File: src/rtl/seg7_scan_driver_if.sv
// Display-side bundle for seg7_scan_driver: ring/BCD/dp requests in, anode/segment pins out.
interface seg7_scan_driver_if #(
  parameter int unsigned N_DIGITS = 4
);
  logic [N_DIGITS-1:0]   ring;
  logic [4*N_DIGITS-1:0] bcd;
  logic [N_DIGITS-1:0]   dp_in;
  logic                  blank_lz;
  logic [N_DIGITS-1:0]   an;
  logic [6:0]            seg;
  logic                  dp_n;
  logic                  ring_err;

  modport master (
    output ring, bcd, dp_in, blank_lz,
    input  an, seg, dp_n, ring_err
  );

  modport slave (
    input  ring, bcd, dp_in, blank_lz,
    output an, seg, dp_n, ring_err
  );
endinterface

File: src/rtl/seg7_scan_driver.sv
// Multiplexed 7-segment driver: dead time on every digit change, per-frame BCD snapshot,
// leading-zero blanking and illegal ring detection.
module seg7_scan_driver #(
  parameter int unsigned N_DIGITS    = 4,
  parameter int unsigned DEAD_CYCLES = 4
) (
  input  logic               clk,
  input  logic               rst,
  seg7_scan_driver_if.slave  bus
);

  localparam int unsigned BW = 4 * N_DIGITS;
  localparam int unsigned CW = (DEAD_CYCLES > 1) ? $clog2(DEAD_CYCLES) : 1;
  localparam logic [CW-1:0] CNT_LOAD = (DEAD_CYCLES == 0) ? '0 : CW'(DEAD_CYCLES - 1);

  typedef enum logic {
    BLANK = 1'b0,
    DRIVE = 1'b1
  } state_t;

  state_t              state_q, state_nxt;
  logic [CW-1:0]       cnt_q, cnt_nxt;
  logic [N_DIGITS-1:0] ring_q;
  logic [BW-1:0]       snap_q, snap_nxt;
  logic [N_DIGITS-1:0] an_q, an_nxt;
  logic [6:0]          seg_q, seg_nxt;
  logic                dp_q, dp_nxt;
  logic                err_q, err_nxt;

  logic                valid;
  logic                change;
  logic [N_DIGITS-1:0] lz;
  logic [3:0]          nib;
  logic                lz_blank;
  logic                dp_req;

  assign valid  = $onehot(bus.ring);
  assign change = (bus.ring != ring_q);

  function automatic logic [6:0] decode(input logic [3:0] d);
    case (d)
      4'h0:    decode = 7'h40;
      4'h1:    decode = 7'h79;
      4'h2:    decode = 7'h24;
      4'h3:    decode = 7'h30;
      4'h4:    decode = 7'h19;
      4'h5:    decode = 7'h12;
      4'h6:    decode = 7'h02;
      4'h7:    decode = 7'h78;
      4'h8:    decode = 7'h00;
      4'h9:    decode = 7'h10;
      default: decode = 7'h3F;
    endcase
  endfunction

  // State, counter, snapshot and registered pins
  always_ff @(posedge clk) begin
    if (rst) begin
      state_q <= BLANK;
      cnt_q   <= '0;
      ring_q  <= '0;
      snap_q  <= '0;
      an_q    <= '1;
      seg_q   <= 7'h7F;
      dp_q    <= 1'b1;
      err_q   <= 1'b0;
    end else begin
      state_q <= state_nxt;
      cnt_q   <= cnt_nxt;
      ring_q  <= bus.ring;
      snap_q  <= snap_nxt;
      an_q    <= an_nxt;
      seg_q   <= seg_nxt;
      dp_q    <= dp_nxt;
      err_q   <= err_nxt;
    end
  end

  // Next state: an illegal ring forces blanking; a legal change restarts the dead time
  always_comb begin
    state_nxt = state_q;
    cnt_nxt   = cnt_q;
    snap_nxt  = snap_q;
    if (change && bus.ring[0]) begin
      snap_nxt = bus.bcd;
    end
    if (!valid) begin
      state_nxt = BLANK;
    end else if (change) begin
      if (DEAD_CYCLES == 0) begin
        state_nxt = DRIVE;
      end else begin
        state_nxt = BLANK;
        cnt_nxt   = CNT_LOAD;
      end
    end else if (state_q == BLANK) begin
      if (cnt_q == '0) begin
        state_nxt = DRIVE;
      end else begin
        cnt_nxt = cnt_q - CW'(1);
      end
    end
  end

  // Runs of zero nibbles from the MSD downward
  always_comb begin
    lz = '0;
    lz[N_DIGITS-1] = (snap_nxt[BW-1 -: 4] == 4'h0);
    for (int i = int'(N_DIGITS) - 2; i >= 0; i--) begin
      lz[i] = lz[i+1] && (snap_nxt[4*i +: 4] == 4'h0);
    end
  end

  // Output values loaded into the pin registers; driven only when the next state is DRIVE
  always_comb begin
    an_nxt   = '1;
    seg_nxt  = 7'h7F;
    dp_nxt   = 1'b1;
    err_nxt  = !valid;
    nib      = 4'h0;
    lz_blank = 1'b0;
    dp_req   = |(bus.dp_in & bus.ring);
    for (int i = 0; i < int'(N_DIGITS); i++) begin
      if (bus.ring[i]) begin
        nib      = snap_nxt[4*i +: 4];
        lz_blank = (i != 0) && lz[i] && bus.blank_lz;
      end
    end
    if (state_nxt == DRIVE) begin
      an_nxt  = ~bus.ring;
      seg_nxt = lz_blank ? 7'h7F : decode(nib);
      dp_nxt  = !dp_req;
    end
  end

  assign bus.an       = an_q;
  assign bus.seg      = seg_q;
  assign bus.dp_n     = dp_q;
  assign bus.ring_err = err_q;

endmodule

File: src/flat_wrapper.sv
// flat-port wrapper written by rule: the top's interface ports become plain ports
module seg7_scan_driver_flat 
#(
  parameter int unsigned N_DIGITS    = 4,
  parameter int unsigned DEAD_CYCLES = 4
)
  (clk, rst, bus_ring, bus_bcd, bus_dp_in, bus_blank_lz, bus_an, bus_seg, bus_dp_n, bus_ring_err);
  seg7_scan_driver_if #(.N_DIGITS(N_DIGITS)) bus_i ();
  input  logic clk;
  input  logic rst;
  input wire logic [$bits(bus_i.ring)-1:0] bus_ring;
  input wire logic [$bits(bus_i.bcd)-1:0] bus_bcd;
  input wire logic [$bits(bus_i.dp_in)-1:0] bus_dp_in;
  input wire logic [$bits(bus_i.blank_lz)-1:0] bus_blank_lz;
  output wire logic [$bits(bus_i.an)-1:0] bus_an;
  output wire logic [$bits(bus_i.seg)-1:0] bus_seg;
  output wire logic [$bits(bus_i.dp_n)-1:0] bus_dp_n;
  output wire logic [$bits(bus_i.ring_err)-1:0] bus_ring_err;
  assign bus_i.ring = bus_ring;
  assign bus_i.bcd = bus_bcd;
  assign bus_i.dp_in = bus_dp_in;
  assign bus_i.blank_lz = bus_blank_lz;
  assign bus_an = bus_i.an;
  assign bus_seg = bus_i.seg;
  assign bus_dp_n = bus_i.dp_n;
  assign bus_ring_err = bus_i.ring_err;
  seg7_scan_driver #(.N_DIGITS(N_DIGITS), .DEAD_CYCLES(DEAD_CYCLES)) u_core (.clk(clk), .rst(rst), .bus(bus_i));
endmodule
File: config.mk
export PLATFORM = sky130hd
export DESIGN_NAME = seg7_scan_driver_flat
export DESIGN_NICKNAME = d
export VERILOG_FILES = /design/src/rtl/seg7_scan_driver_if.sv /design/src/rtl/seg7_scan_driver.sv /design/src/flat_wrapper.sv
export SDC_FILE = /design/constraint.sdc
export NUM_CORES = 1
export LEC_CHECK = 0
export CAP_MARGIN = 20
export CELL_PAD_IN_SITES_DETAIL_PLACEMENT = 0
export CELL_PAD_IN_SITES_GLOBAL_PLACEMENT = 1
export CORE_AREA = 2 2 79 81
export DETAILED_ROUTE_END_ITERATION = 6
export DIE_AREA = 0 0 81 83
export GPL_ROUTABILITY_DRIVEN = 0
export MAX_ROUTING_LAYER = met4
export PLACE_DENSITY_LB_ADDON = 0.1
export SYNTH_ARGS = -nofsm -noshare
export SYNTH_HDL_FRONTEND = slang
export SYNTH_SLANG_ARGS = --single-unit
File: constraint.sdc
create_clock -name clk -period 6.5 [get_ports clk]
set_input_delay 0.975 -clock clk [delete_from_list [all_inputs] [get_ports clk]]
set_output_delay 0.975 -clock clk [all_outputs]
set_load 0.02 [all_outputs]
==> parameters.txt <==
Parameter                              Value

Run status
  Result of the run    completed

Route
  Average detailed-routed wire length per instance    14.7 µm
  Number of routed nets with antenna violations    0
  # DRC    0
  Via density    4.87
  Via total after detailed routing    1441
  Routed wire length    4360 µm
  Number of DRC markers after the initial detailed-route iteration    60
  Drt pass-1 iters    4

Min path
  Hold Crit Class    reg -> reg
  Number of cells traversed by the worst hold path    2

Timing
  Time the final worst path needs with I/O delays and setup    between 4000 and 5000 ps
  Slew at the pin closest to its max-slew limit    952 ps
  Count of final max-slew check failures    0
  Final cycle utilization of the critical path    0.682
  Highest achievable clock rate    225 MHz
  Worst Skew    8.55 ps
  Unrepaired setup endpoints after global routing    false
  Post-route setup TNS    0 ps
  Final hold violations    0
  Relative slew slack    0.364
  Setup violation total in the final timing report    0
  Worst hold slack    ~460 ps

Die
  Initial standard-cell utilization of the core    0.304
  Area of the core region    ~5800 µm²
  Height of the die    83 µm
  Die footprint    6720 µm²
  Number of rows created at floorplan    28
  IO Count    40
  Die width    81 µm

Worst setup path
  Biggest fanout along the worst timing path    13
  Endpoint arrival time on the critical path    4630 ps
  CP required    ~6700 ps
  Class of the most critical setup path    in -> reg
  Critical path endpoint category    flip-flop
  Type of origin of the critical path    input pin
  Worst R2R Path Depth    10

Global route
  Wire length of the first global-routing pass    7040 µm
  Pin count of the biggest net entering global routing    25
  Global routing usage summed across all routing layers    0.141
  Number of antenna violations at the first check in global routing    0
  Number of global-route vias before repair    1427
  Total grt overflow    0

Synth
  Leading cell types by total area after synthesis    sky130_fd_sc_hd__dfxtp_1 41%, sky130_fd_sc_hd__mux2i_1 8.5%, sky130_fd_sc_hd__ha_1 6.4%
  Flip-flop and latch count after synthesis    36
  Mapped Avg Cell Area    roughly 9.7 µm²
  Share of the yosys chip area belonging to registers    0.408
  Cell type with the highest aggregate area in the netlist    sky130_fd_sc_hd__dfxtp_1
  Count of flip-flops with a built-in enable after synthesis    0
  Number of nets produced by synthesis    220
  Syn Std Cell Area    1770 µm²
  Fraction of post-synthesis cell area in the top cell type by area    0.408
  FFs w/ async S/R, synth    0
  Yosys warns    0
  Prevailing post-synth register cell    sky130_fd_sc_hd__dfxtp_1
  Synth Instances    183
  Yosys cell types    44

Clock tree
  Buffer cell driving the clock tree root    sky130_fd_sc_hd__clkbuf_8
  Maximum number of buffers from clock root to sink    2
  Clk slew on worst S/H paths    70 ps
  Post-CTS setup buffer count    0
  Number of gates resized after cts    0
  Inserted Clock Buffers    5
  Number of buffers added to fix hold violations after cts    0
  H-Tree Depth    2
  Clock tree from TritonCTS    done
  Clock latency of the later-clocked register in the worst-skew pair    280 ps
  Num Clock Sinks    36

Finish
  Number of inserted diodes    0
  Leading cell types in the layout, fill and taps excluded    39 x sky130_fd_sc_hd__clkdlybuf4s50_1, 36 x sky130_fd_sc_hd__dfxtp_1, 20 x sky130_fd_sc_hd__nor2_1, 15 x sky130_fd_sc_hd__mux2i_1, 13 x sky130_fd_sc_hd__nand2_1
  Commonest non-fill, non-tap cell in the layout    sky130_fd_sc_hd__clkdlybuf4s50_1
  Fin nets    258
  Fraction of layout instances using a drive strength above 1    0.0860
  Final-layout fill cell count    601
  Growth of design area from synthesis to finish    29.2%

Pwr
  VDD IR max    79.9 µV
  P_leak    between 0.0009 and 0.001 µW
  P per Cell Area    218 nW/µm²

Job
  Count of max-cap constraint violations    0

Placed design
  Post-detail-place hpwl    3360 µm
  Count of port buffers added during placement    39
[cell usage after synthesis (all sizes together) (2+ instances only)]
cell and count:
a22oi 3, o31ai 4, or4 2, nor3b 4, o21ai 5, nor3 3, and3 3, nand2 13
dfxtp 36, buf 5, clkbuf 5, nor4 6, nor2 20, nand3 4, a21oi 6, inv 7
mux2 3, o41ai 2, nor2b 7, xor2 4, ha 9, mux2i 15, a211oi 2, or2 2
[critical path, stage by stage]
cell,delay [ps]
sky130_fd_sc_hd__clkdlybuf4s50_1,810
sky130_fd_sc_hd__xor2_1,220
sky130_fd_sc_hd__o41ai_4,870
sky130_fd_sc_hd__buf_4,290
sky130_fd_sc_hd__mux2i_1,240
sky130_fd_sc_hd__nor2b_1,70
sky130_fd_sc_hd__or3_1,420
sky130_fd_sc_hd__inv_1,130
sky130_fd_sc_hd__ha_1,250
sky130_fd_sc_hd__nor3b_1,140
sky130_fd_sc_hd__o31ai_1,200
[metrics by stage]
stage / power (µW) / cells / area (µm²) / util / worst slack (ps)
2_1_floorplan: 316 / 183 / 1770 / - / 3210
3_3_place_gp: 350 / 289 / 2200 / 0.379 / 1820
3_5_place_dp: 354 / 289 / 2200 / 0.379 / 1740
4_1_cts: 504 / 296 / 2280 / 0.392 / 2020
5_1_grt: 528 / 296 / 2280 / 0.392 / 1780
6_report: 497 / 296 / 2280 / 0.392 / 2060
[worst paths after layout]
path / endpoint / startpoint / slack [ps]
setup / recovery: u_core.bus.seg[3] / bus_ring[0] / 2060
setup reg to reg: u_core.bus.seg[3] / u_core.ring_q[0] / 3300
hold reg to reg: u_core.snap_q[0] / u_core.snap_q[0] / 460
hold / removal: u_core.snap_q[0] / u_core.snap_q[0] / 460
[routing by layer]
layer  vias up  GRT usage  wire (µm)
met1       678      0.175       1970
met3         6     0.0359        195
met5         -          -          0
met2        35      0.225       2140
met4         0     0.0416         53
li1        722          -          -
[report_power, final]
| part | switching (µW) | leakage (µW) | total (µW) | internal (µW) |
|---|---|---|---|---|
| logic | 59.5 | 0.000605 | 111 | 51.8 |
| clock network | 75.5 | 0.0000410 | 148 | 72.8 |
| registers | 5.48 | 0.000296 | 238 | 232 |
[logic make-up (layout without fill, tap and decap cells)]
kind of cell / after synthesis / count (layout) / share of synthesized area
adder cells (fa/ha/maj): 10 / 10 / 0.0751
buffers and inverters: 17 / 55 / 0.0496
XOR/XNOR: 4 / 4 / 0.0198
AO/OA/AOI/OAI: 31 / 31 / 0.138
multiplexers: 18 / 18 / 0.104
AND/OR/NAND/NOR: 67 / 67 / 0.205
flip-flops: 36 / 36 / 0.408
[flip-flops by register name, summed over array words and instances, names as in the netlist]
register	cells
u_core.snap_q	16
u_core.state_q	1
u_core.bus.an	4
u_core.cnt_q	2
u_core.bus.ring_err	1
u_core.bus.seg	7
u_core.bus.dp_n	1
u_core.ring_q	4
[layout make-up]
type	instances	area, µm²	share of cell area
Clock buffer	6	72.6	0.0318
Clock inverter	1	5.00	0.00219
Inverter	7	26.3	0.0115
Multi-Input combinational cell	130	958	0.420
Sequential cell	36	721	0.316
Tap cell	75	93.8	0.0411
Timing Repair Buffer	41	405	0.178
No activity file was read; power rests on OpenSTA's default activity.
